## src/rtl/calc_pkg.sv

```systemverilog
// rtl/calc_pkg.sv - calculator keypad keycodes, key map and scanner state type
package calc_pkg;

    localparam logic [3:0] KEY_CLR = 4'd10;
    localparam logic [3:0] KEY_EQ  = 4'd11;
    localparam logic [3:0] KEY_DIV = 4'd12;
    localparam logic [3:0] KEY_MUL = 4'd13;
    localparam logic [3:0] KEY_SUB = 4'd14;
    localparam logic [3:0] KEY_ADD = 4'd15;

    // Indexed KEYMAP[row][col]; ascending ranges keep the literal in reading order.
    localparam logic [0:3][0:3][3:0] KEYMAP = {
        4'd1,    4'd2, 4'd3,   KEY_ADD,
        4'd4,    4'd5, 4'd6,   KEY_SUB,
        4'd7,    4'd8, 4'd9,   KEY_MUL,
        KEY_CLR, 4'd0, KEY_EQ, KEY_DIV
    };

    typedef enum logic [1:0] {SCAN, DEB_PRESS, HELD, DEB_REL} scan_state_t;

    function automatic logic [1:0] lowest_low_col(input logic [3:0] col_n);
        if (!col_n[0])      return 2'd0;
        else if (!col_n[1]) return 2'd1;
        else if (!col_n[2]) return 2'd2;
        else                return 2'd3;
    endfunction

endpackage

```

## src/rtl/sync_2ff.sv

```systemverilog
// rtl/sync_2ff.sv - two-flop synchronizer for asynchronous level inputs
module sync_2ff #(
    parameter int               WIDTH     = 4,
    parameter logic [WIDTH-1:0] RESET_VAL = '1
) (
    input  logic             clk,
    input  logic             reset_n,
    input  logic [WIDTH-1:0] i_d,
    output logic [WIDTH-1:0] o_q
);

    logic [WIDTH-1:0] r_meta;
    logic [WIDTH-1:0] r_sync;

    always_ff @(posedge clk or negedge reset_n) begin
        if (!reset_n) begin
            r_meta <= RESET_VAL;
            r_sync <= RESET_VAL;
        end else begin
            r_meta <= i_d;
            r_sync <= r_meta;
        end
    end

    assign o_q = r_sync;

endmodule

```

## src/rtl/keypad_scanner.sv

```systemverilog
// rtl/keypad_scanner.sv - 4x4 matrix keypad scanner with press/release debounce
module keypad_scanner
    import calc_pkg::*;
#(
    parameter int SCAN_DIV        = 1000,
    parameter int DEBOUNCE_CYCLES = 50000
) (
    input  logic       clk,
    input  logic       reset_n,
    input  logic [3:0] col_n,
    output logic [3:0] row_n,
    output logic       keystrobe,
    output logic [3:0] keycode
);

    localparam int SW = $clog2(SCAN_DIV);
    localparam int DW = $clog2(DEBOUNCE_CYCLES);
    localparam logic [SW-1:0] SCAN_LAST = SW'(SCAN_DIV - 1);
    localparam logic [DW-1:0] DEB_LAST  = DW'(DEBOUNCE_CYCLES - 1);

    scan_state_t   r_state, w_state_nxt;
    logic [1:0]    r_row, w_row_nxt;
    logic [1:0]    r_col, w_col_nxt;
    logic [SW-1:0] r_scan_cnt, w_scan_cnt_nxt;
    logic [DW-1:0] r_deb_cnt, w_deb_cnt_nxt;
    logic [3:0]    r_row_n;
    logic          r_keystrobe, w_strobe_nxt;
    logic [3:0]    r_keycode, w_keycode_nxt;
    logic [3:0]    w_colsync_n;
    logic          w_driving;
    logic          w_key_up;

    sync_2ff #(.WIDTH(4), .RESET_VAL(4'hF)) u_col_sync (
        .clk     (clk),
        .reset_n (reset_n),
        .i_d     (col_n),
        .o_q     (w_colsync_n)
    );

    // The dwell count only starts once a row is actually on the pins.
    assign w_driving = ~&r_row_n;
    assign w_key_up  = w_colsync_n[r_col];

    always_comb begin
        w_state_nxt    = r_state;
        w_row_nxt      = r_row;
        w_col_nxt      = r_col;
        w_scan_cnt_nxt = r_scan_cnt;
        w_deb_cnt_nxt  = r_deb_cnt;
        w_strobe_nxt   = 1'b0;
        w_keycode_nxt  = r_keycode;
        case (r_state)
            SCAN: begin
                if (w_driving) begin
                    if (r_scan_cnt == SCAN_LAST) begin
                        w_scan_cnt_nxt = '0;
                        if (&w_colsync_n) begin
                            w_row_nxt = r_row + 2'd1;
                        end else begin
                            w_col_nxt     = lowest_low_col(w_colsync_n);
                            w_deb_cnt_nxt = '0;
                            w_state_nxt   = DEB_PRESS;
                        end
                    end else begin
                        w_scan_cnt_nxt = r_scan_cnt + 1'b1;
                    end
                end
            end
            DEB_PRESS: begin
                if (!w_key_up) begin
                    if (r_deb_cnt == DEB_LAST) begin
                        w_strobe_nxt  = 1'b1;
                        w_keycode_nxt = KEYMAP[r_row][r_col];
                        w_state_nxt   = HELD;
                    end else begin
                        w_deb_cnt_nxt = r_deb_cnt + 1'b1;
                    end
                end else begin
                    w_row_nxt      = r_row + 2'd1;
                    w_scan_cnt_nxt = '0;
                    w_state_nxt    = SCAN;
                end
            end
            HELD: begin
                if (w_key_up) begin
                    w_deb_cnt_nxt = '0;
                    w_state_nxt   = DEB_REL;
                end
            end
            DEB_REL: begin
                if (w_key_up) begin
                    if (r_deb_cnt == DEB_LAST) begin
                        w_row_nxt      = r_row + 2'd1;
                        w_scan_cnt_nxt = '0;
                        w_state_nxt    = SCAN;
                    end else begin
                        w_deb_cnt_nxt = r_deb_cnt + 1'b1;
                    end
                end else begin
                    w_deb_cnt_nxt = '0;
                end
            end
            default: w_state_nxt = SCAN;
        endcase
    end

    always_ff @(posedge clk or negedge reset_n) begin
        if (!reset_n) begin
            r_state     <= SCAN;
            r_row       <= 2'd0;
            r_col       <= 2'd0;
            r_scan_cnt  <= '0;
            r_deb_cnt   <= '0;
            r_row_n     <= 4'b1111;
            r_keystrobe <= 1'b0;
            r_keycode   <= 4'd0;
        end else begin
            r_state     <= w_state_nxt;
            r_row       <= w_row_nxt;
            r_col       <= w_col_nxt;
            r_scan_cnt  <= w_scan_cnt_nxt;
            r_deb_cnt   <= w_deb_cnt_nxt;
            r_row_n     <= ~(4'b0001 << w_row_nxt);
            r_keystrobe <= w_strobe_nxt;
            r_keycode   <= w_keycode_nxt;
        end
    end

    assign row_n     = r_row_n;
    assign keystrobe = r_keystrobe;
    assign keycode   = r_keycode;

endmodule
```

## config.mk

```make
export PLATFORM = sky130hd
export DESIGN_NAME = keypad_scanner
export DESIGN_NICKNAME = d
export VERILOG_FILES = /design/src/rtl/calc_pkg.sv /design/src/rtl/sync_2ff.sv /design/src/rtl/keypad_scanner.sv
export SDC_FILE = /design/constraint.sdc
export NUM_CORES = 1
export LEC_CHECK = 0
export ABC_CLOCK_PERIOD_IN_PS = 5800
export BUFFER_PORTS_ARGS = -buffer_cell sky130_fd_sc_hd__buf_2
export CORE_MARGIN = 2
export CORE_UTILIZATION = 50
export CTS_CLUSTER_DIAMETER = 30
export CTS_CLUSTER_SIZE = 30
export DETAILED_ROUTE_END_ITERATION = 16
export PLACE_DENSITY = 0.75
export SKIP_CTS_REPAIR_TIMING = 1
export SYNTH_ARGS = -nofsm -noshare
export SYNTH_HDL_FRONTEND = slang
export SYNTH_HIERARCHICAL = 1
export SYNTH_SLANG_ARGS = --single-unit
export TNS_END_PERCENT = 1
```

## constraint.sdc

```tcl
create_clock -name clk -period 5.8 [get_ports clk]
set_clock_uncertainty 0.1 [all_clocks]
set_input_delay 0.58 -clock clk [delete_from_list [all_inputs] [get_ports clk]]
set_output_delay 0.58 -clock clk [all_outputs]
set_load 0.02 [all_outputs]
```

# [Yosys cells after proc, flatten, opt, wreduce, memory -nomap -nowiden]
# Cells that the tools add are included.
# Widths: inputs -> output; s select.
[classes] add_sub_neg=3 magnitude_cmp=3 eq_ne=14 n_shift=1 n_mux=44 bitwise_logic=6 n_reduce_logical=9
[op_table] op="$mux 16" count=9
[op_table] op="$pmux 16 s4" count=1
[op_table] op="$mux 10" count=5
[op_table] op="$bmux 16 s2" count=1
[op_table] op="$mux 2" count=16
[op_table] op="$pmux 10 s3" count=1
[op_table] op="$add 16x1->16 const B" count=1
[op_table] op="$eq 16x16->1 const B" count=1
[op_table] op="$ne 2x2->1 const B" count=8
[op_table] op="$reduce_and 4->1" count=3
[op_table] op="$add 10x1->10 const B" count=1
[op_table] op="$eq 10x10->1 const B" count=1
[op_table] op="$reduce_and 5->1" count=2
[op_table] op="$bmux 4 s2" count=1
[op_table] op="$mux 4" count=2
[op_table] op="$pmux 2 s4" count=1
[op_table] op="$reduce_and 7->1" count=1
[op_table] op="$ge 3x3->1 const B" count=2
[op_table] op="$not 2->3" count=2
[op_table] op="$pmux 2 s3" count=1
[op_table] op="$mux 1" count=5
[op_table] op="$eq 2x2->1 const B" count=2
[op_table] op="$not 4->4" count=1
[op_table] op="$shl 1x2->4 const A" count=1
[op_table] op="9 further kinds" count=11
[totals] regBits=49 in_bits=6 out_inout_bits=9 elab_cells=90

# [Longest topological paths before layout]
# Gate-level depths: netlist of run 1.
[depth] word_depth=7 mapped_depth=9 ltp_nobuf=6

# [Modules after synthesis]
# Netlist of run 1, hierarchy kept.
[by_module_without_submodules] mod="keypad_scanner" n_inst=1 cells_each=265 area_per_inst_um2=2508.7 seq_area_each_um2=1031.0
[by_module_without_submodules] mod="sync_2ff" n_inst=1 cells_each=8 area_per_inst_um2=210.2 seq_area_each_um2=210.2

# [Least setup slack after synthesis of run 1]
# Ideal clock, no wire load.
[synth_timing] path_type="reg-to-reg" start="reg r_deb_cnt[0]" end="reg r_row[1]" setup_ns=0.125 arrival_ns=1.990 required_ns=5.575 path_slack_ns=3.585 stages_incl_launch_ff=9 n_path_buf=2 period_less_slack_ns=2.215 path_cell_list="dfrtp_1 ha_1 and4_1 and4_1 clkbuf_1 nor2_1 o22a_1 clkbuf_1 mux2_2"
[synth_via] elab_chain_cells=4
[synth_lines] element="start: declaration" line_no="keypad_scanner.sv:25" text="logic [DW-1:0] r_deb_cnt, w_deb_cnt_nxt;"
[synth_lines] element="start signal: assignment" line_no="keypad_scanner.sv:122" text="r_deb_cnt <= w_deb_cnt_nxt;"
[synth_lines] element="$eq 16x16->1" line_no="keypad_scanner.sv:92" text="if (r_deb_cnt == DEB_LAST) begin"
[synth_lines] element="$mux 2" line_no="keypad_scanner.sv:92"
[synth_lines] element="$mux 2" line_no="keypad_scanner.sv:91" text="if (w_key_up) begin"
[synth_lines] element="$pmux 2 s3" line_no="keypad_scanner.sv:52" text="case (r_state)"
[synth_lines] element="via w_row_nxt[1]" line_no="keypad_scanner.sv:22" text="logic [1:0] r_row, w_row_nxt;"
[synth_lines] element="end signal: assignment" line_no="keypad_scanner.sv:119" text="r_row <= w_row_nxt;"
[synth_lines] element="end: declaration" line_no="keypad_scanner.sv:22"
# The timed path passes the listed nets, and every way through them passes these cells.
# A chain may end at the register's enable or synchronous reset.

# [Worst setup path in the final report of run 1]
[layout_timing] start="reg r_col[0]" end="reg r_deb_cnt[5]"
[layout_via] elab_chain_cells=4 word_cells_on_any_way=7 cone_classes="2 x eq/ne; 4 x mux; 1 x reduce/logical"
[layout_lines] element="start: declaration" line_no="keypad_scanner.sv:23" text="logic [1:0] r_col, w_col_nxt;"
[layout_lines] element="start signal: assignment" line_no="keypad_scanner.sv:120" text="r_col <= w_col_nxt;"
[layout_lines] element="$bmux 1 s2 (*)" line_no="keypad_scanner.sv:42" text="assign w_key_up = w_colsync_n[r_col];"
[layout_lines] element="$mux 1 (not written as such) (*)" line_no="keypad_scanner.sv:42"
[layout_lines] element="$mux 16 / $ne 2x2->1 (equally long branches)"
[layout_lines] element="$pmux 16 s4 / $reduce_and 5->1 (equally long branches)"
# Every way passes the cells marked *; elsewhere a longest branch is shown, timed or not. The select of a mux whose other input is x is not followed.

==> run_results.csv, run 1 <==
group,metric,value,unit
outcome,outcome,"finished clean",
logic_synthesis,syn_area_per_cell,9.96,sq um
logic_synthesis,synthCells,273,
setup_path,cp-end-kind,"register",
setup_path,worstPathArrival,2.65,ns
setup_path,crit_path_max_fanout,28,
die,die_x,77.7,um
global_route,grt_pass1_vias,1925,
timing,finalSetupViolCount,0,
place,gp_congestion,0.863,
global_route,grt_usage,0.183,
timing,timing.final.ws_setup,3.22,ns
timing,slew_headroom,0.301,
setup_path,critPathLaunchType,"register",
timing,fin_crit_sh,0.445,
drt,wl,5220,um
drt,routedWlPerCell,14.9,um
cells_and_area,syn_to_final_growth,6.17,%
worst_hold_path,holdCritPathClass,"reg -> reg",
setup_path,path_cells,"mux4_2, mux2i_2, a21boi_4, or2_2, o41ai_1",
clock_network,cts_tree,"yes",
timing,finalSetupTns,0,ns
cells_and_area,stdcell_area,2890,sq um
logic_synthesis,synth_area_leaders,"dfrtp_1, dfstp_2, o21ai_0",
setup_path,max_stage_delay,0.67,ns
timing,worstMarginPinSlew,1.05,ns
global_route,grt_max_degree,50,
timing,fin_crit,2.58,ns
pwr,leakagePower,1.21,nW
clock_network,clockRootBuffer,"clkbuf_8",
clock_network,h-tree-depth,2,
timing,drv_slew,0,
place,place_area,2790,sq um
die,die_area,6040,sq um
place,pre_cts_ws,3.23,ns
flow_run,maxCapViolCount,0,
timing,grt_setup_unrepaired,"no",
logic_synthesis,synth_top_area_share,0.341,
timing,hold_viol,0,
setup_path,critical_path_class,"reg -> reg",
logic_synthesis,synth_cell_types,57,
die,core_area,5170,sq um
clock_network,cts_sinks,49,
drt,drtIter0Drc,107,
timing,fmax,387,MHz
cells_and_area,antenna_cells,0,
logic_synthesis,yosysWarningCount,6,
logic_synthesis,yosysSeqAreaShare,0.457,
drt,vias_per_cell,5.87,
cells_and_area,drive_gt1_frac,0.193,
global_route,overflow,0,
setup_path,cp_slowest_cell,"mux4_2",
logic_synthesis,syn-num-nets,287,
global_route,grt_pass1_wl,8990,um
clock_network,cts_buffers,5,
logic_synthesis,ys_ff_latch,49,
clock_network,clock_latency,0.30,ns
die,fp.dieH,77.7,um
logic_synthesis,synth_largest_area_cell,"dfrtp_1",
die,floorplan.initialDensity,0.526,
clock_network,clkTransAtPathRegs,0.09,ns
cells_and_area,layout_common_cells,"dfrtp_1, nand2_1, o21ai_0, nor2_1, buf_2",
pwr,cellPowerDensity,316,nW/um^2
drt,ant_nets,0,
drt,drc,0,
logic_synthesis,async_flop_share,1.00,
place,dp_hpwl,3630,um
logic_synthesis,synth_area,2720,sq um
drt,vias,2054,
die,io_pins,15,
cells_and_area,fin_nets,293,
clock_network,clk_path_buf_depth,2,
logic_synthesis,synthFlopType,"dfrtp_1",
setup_path,crit_required,5.87,ns
pwr,peakVddDrop,0.274,mV
cells_and_area,layout_commonest_cell,"dfrtp_1",
logic_synthesis,synth_edf_count,0,
place,port_buffers,14,
global_route,antenna_found_initial,0,
drt,firstDrtPassIters,4,
die,num_rows,26,
## critical path, delay by kind of cell, from the launching register on
| kind | cells | cell delay [ns] |
|---|---|---|
| flops | 1 | 0.53 |
| mux | 2 | 0.93 |
| compound gates | 2 | 0.66 |
| simple gates | 1 | 0.23 |
## logic make-up (layout without fill, tap and decap cells)
kind of cell / Yosys count / count (layout) / share of synthesized area
xor+xnor: 2 / 2 / 0.00644
simple gates: 102 / 102 / 0.211
buf+inv: 23 / 30 / 0.0428
fa+ha+maj: 8 / 8 / 0.0368
compound gates: 77 / 77 / 0.195
flops: 49 / 49 / 0.457
mux: 12 / 12 / 0.0520
## sequential cells by signal, indices dropped and copies added (netlist names), named ones only
signal             cells
u_col_sync/o_q         4
r_scan_cnt            10
r_deb_cnt             16
keycode                4
r_row                  2
row_n                  4
r_state                1
keystrobe              1
u_col_sync/r_meta      4
r_col                  2
## worst paths after layout
check                                startpoint           endpoint  slack, ns  cells past startpoint
max                                    r_col[0]       r_deb_cnt[5]       3.22                      5
min                        u_col_sync/r_meta[1]  u_col_sync/o_q[1]       0.26                      0
max reg2reg                            r_col[0]       r_deb_cnt[5]       3.22                      5
min reg2reg                u_col_sync/r_meta[1]  u_col_sync/o_q[1]       0.26                      0
max in group asynchronous               reset_n           r_row[0]       4.59                      1
min in group asynchronous               reset_n      r_deb_cnt[13]       0.36                      1
## per-stage QoR
stage          cells  total power, mW   util  hold WS [ns]
2_1_floorplan    273            0.646      -         0.184
3_3_place_gp     342            0.698  0.539         0.247
3_5_place_dp     342            0.710  0.539         0.247
4_1_cts          350            0.922  0.558         0.258
5_1_grt          350            0.981  0.558         0.248
6_report         350            0.912  0.558         0.259
## synth_stat cells (2+ instances only)
master	instances
o311ai_0	2
nor2_1	16
nor3_1	3
buf_2	3
and3_1	4
and4bb_1	2
nand2_1	25
a31oi_1	5
mux2_2	4
o41ai_1	3
or4_1	9
inv_1	8
or3_1	3
nor4b_1	2
a21oi_1	10
mux2i_1	6
buf_1	2
a21oi_2	6
o21ai_0	23
buf_6	2
a211oi_1	3
or2_2	3
nand4_1	8
and4_1	3
nor2b_1	4
clkbuf_1	7
nand3_1	11
ha_1	8
dfstp_2	12
xnor2_1	2
o22a_1	2
nand4b_1	3
o31ai_1	8
o21ai_2	2
dfrtp_1	37
## report_power, final
part           internal, mW  switching (mW)  total, mW
sequential            0.395          0.0587      0.454
combinational         0.102           0.145      0.247
clock                0.0968           0.114      0.211
total                 0.594           0.318      0.912
## routing by layer
layer  GRT usage  routed length, um  vias to the layer above
li1            -                  -                     1041
met1       0.239               2510                      987
met2       0.310               2530                       20
met3      0.0349                120                        6
met4      0.0536                 59                        0
met5           0                  0                        -
## cell type report
class	instances	area (sq um)
fill	442	2290
clock inverter	2	13.8
clock buffer	6	82.6
multi-input combinational	201	1360
sequential	49	1240
tap	70	87.6
timing repair buffer	14	70.1
inverter	8	30.0
Power figures use the tool's default switching activity.
==> run 2, diff against run 1 <==
Settings changed: ABC_CLOCK_PERIOD_IN_PS 5800 to 2100, PLACE_DENSITY 0.75 to 0.78.
Clock period 5.8 ns to 2.1 ns, I/O delays scaled along.
==> run 2 against run 1 <==
Net effect: the run now ends with negative setup slack left; clock power rose to 3.2 times the previous value; utilization up 13 points; critical path depth unchanged; global-route usage up 2.7 points; final area up 24%; worst setup slack worse by 3.3 ns; critical endpoint is now r_deb_cnt[12].
==> run_results.csv, run 2 (same netlist as run 1, synthesis figures left out) <==
group,metric,value,unit
drt,wl,6890,um
die,io_pins,15,
timing,finalSetupTns,-0.353,ns
clock_network,cts_buffers,5,
timing,fin_crit_sh,1.04,
pwr,cellPowerDensity,813,nW/um^2
cells_and_area,fin_nets,356,
clock_network,clk_path_buf_depth,2,
global_route,antenna_found_initial,0,
clock_network,h-tree-depth,2,
timing,finalSetupViolCount,6,
worst_hold_path,holdCritPathClass,"reg -> reg",
setup_path,max_stage_delay,0.57,ns
place,gp_congestion,0.907,
worst_hold_path,hold_start,"u_col_sync/r_meta[3]",
setup_path,critPathLaunchType,"register",
die,num_rows,26,
timing,grt_setup_unrepaired,"yes",
global_route,grt_pass1_wl,10200,um
setup_path,path_delay_family,"multiplexers",
outcome,outcome,"finished, violations left",
cells_and_area,multi_input_area,1540,sq um
timing,timing.final.ws_setup,-0.0794,ns
timing,fin_crit,2.18,ns
clock_network,clockRootBuffer,"clkbuf_8",
die,fp.dieH,77.7,um
cells_and_area,syn_to_final_growth,31.2,%
setup_path,cp-end-kind,"register",
cells_and_area,fin_cells,413,
setup_path,crit_required,2.24,ns
drt,routedWlPerCell,16.7,um
pwr,peakVddDrop,0.744,mV
global_route,grt_usage,0.211,
setup_path,path_cells,"mux4_2, mux2i_4, a21boi_4, or4b_4, a21oi_2",
setup_path,critical_path_class,"reg -> reg",
cells_and_area,fillers,379,
setup_path,worstPathArrival,2.32,ns
timing,fmax,459,MHz
cells_and_area,antenna_cells,0,
flow_run,maxCapViolCount,0,
cells_and_area,largest_register_ffs,16,
drt,drc,0,
setup_path,crit_path_max_fanout,7,
cells_and_area,drive_gt1_frac,0.394,
drt,vias_per_cell,5.96,
clock_network,cts_sinks,49,
global_route,grt_pass1_vias,2272,
place,dp_hpwl,4270,um
drt,drtIter0Drc,188,
setup_path,path_buf_inv,0,
timing,worstMarginPinSlew,0.461,ns
setup_path,crit_start,"r_col[0]",
die,core_area,5170,sq um
timing,slew_headroom,0.692,
global_route,overflow,0,
cells_and_area,layout_common_cells,"buf_4, dfrtp_1, nand2_1, o21ai_0, nor2_1",
timing,drv_slew,0,
outcome,violations,"negative setup slack",
die,floorplan.initialDensity,0.526,
cells_and_area,largest_registers,"r_deb_cnt: 16 flops, r_scan_cnt: 10 flops",
global_route,grt_max_degree,50,
clock_network,clkTransAtPathRegs,0.09,ns
clock_network,cts_tree,"yes",
cells_and_area,regMostFlops,"r_deb_cnt",
drt,vias,2463,
timing,hold_viol,0,
die,die_area,6040,sq um
die,die_x,77.7,um
place,port_buffers,14,
cells_and_area,layout_commonest_cell,"buf_4",
setup_path,r2r-start,"r_col[0]",
place,dp.cells,391,
pwr,leakagePower,1.60,nW
setup_path,cp_slowest_cell,"mux4_2",
drt,ant_nets,0,
clock_network,clock_latency,0.31,ns
cells_and_area,regArea,1240,sq um
drt,firstDrtPassIters,6,
## run 2: worst reg2reg max path, stage by stage, from the launching register on
cell and delay, ns:
dfrtp_1 0.38, mux4_2 0.57, mux2i_4 0.24, a21boi_4 0.19, or4b_4 0.52, a21oi_2 0.12
## run 2: worst paths after layout
kind	end	slack (ns)	cells after the start
worst max-delay path	r_deb_cnt[12]	-0.08	5
worst max register to register	r_deb_cnt[12]	-0.08	5
max in group asynchronous	u_col_sync/o_q[0]	1.30	3
min in group asynchronous	r_deb_cnt[15]	0.31	3
worst min-delay path	u_col_sync/o_q[3]	0.25	0
worst min register to register	u_col_sync/o_q[3]	0.25	0
## run 2: through the flow
step	setup WS, ns	power [mW]	utilization	hold slack, ns	cell area (sq um)
floorplan	-0.0338	1.79	-	-0.186	2740
global placement	-0.131	2.12	0.617	0.115	3190
detailed placement	-0.235	2.18	0.617	0.114	3190
CTS	-0.226	2.85	0.639	-0.219	3300
global route	-0.134	3.09	0.690	0.257	3570
finish	-0.0794	2.90	0.690	0.254	3570
## run 2: cell type report
type / instances / share of cell area
clock buffer: 5 / 0.0193
clock inverter: 3 / 0.0123
inverter: 8 / 0.00842
multi-input combinational: 204 / 0.432
sequential: 49 / 0.348
tap: 70 / 0.0245
timing repair buffer: 74 / 0.156
## run 2: power by group
group          internal, mW  switching, mW
logic                 0.480          0.580
registers              1.09         0.0729
clock network         0.357          0.318
total                  1.93          0.971
## run 2: routing by layer
metal / up-vias / global-route usage / part of all wire
met5: - / 0 / 0
met4: 0 / 0.0607 / 0.019
met3: 16 / 0.0384 / 0.059
met2: 96 / 0.359 / 0.51
met1: 1188 / 0.273 / 0.41
li1: 1163 / - / -
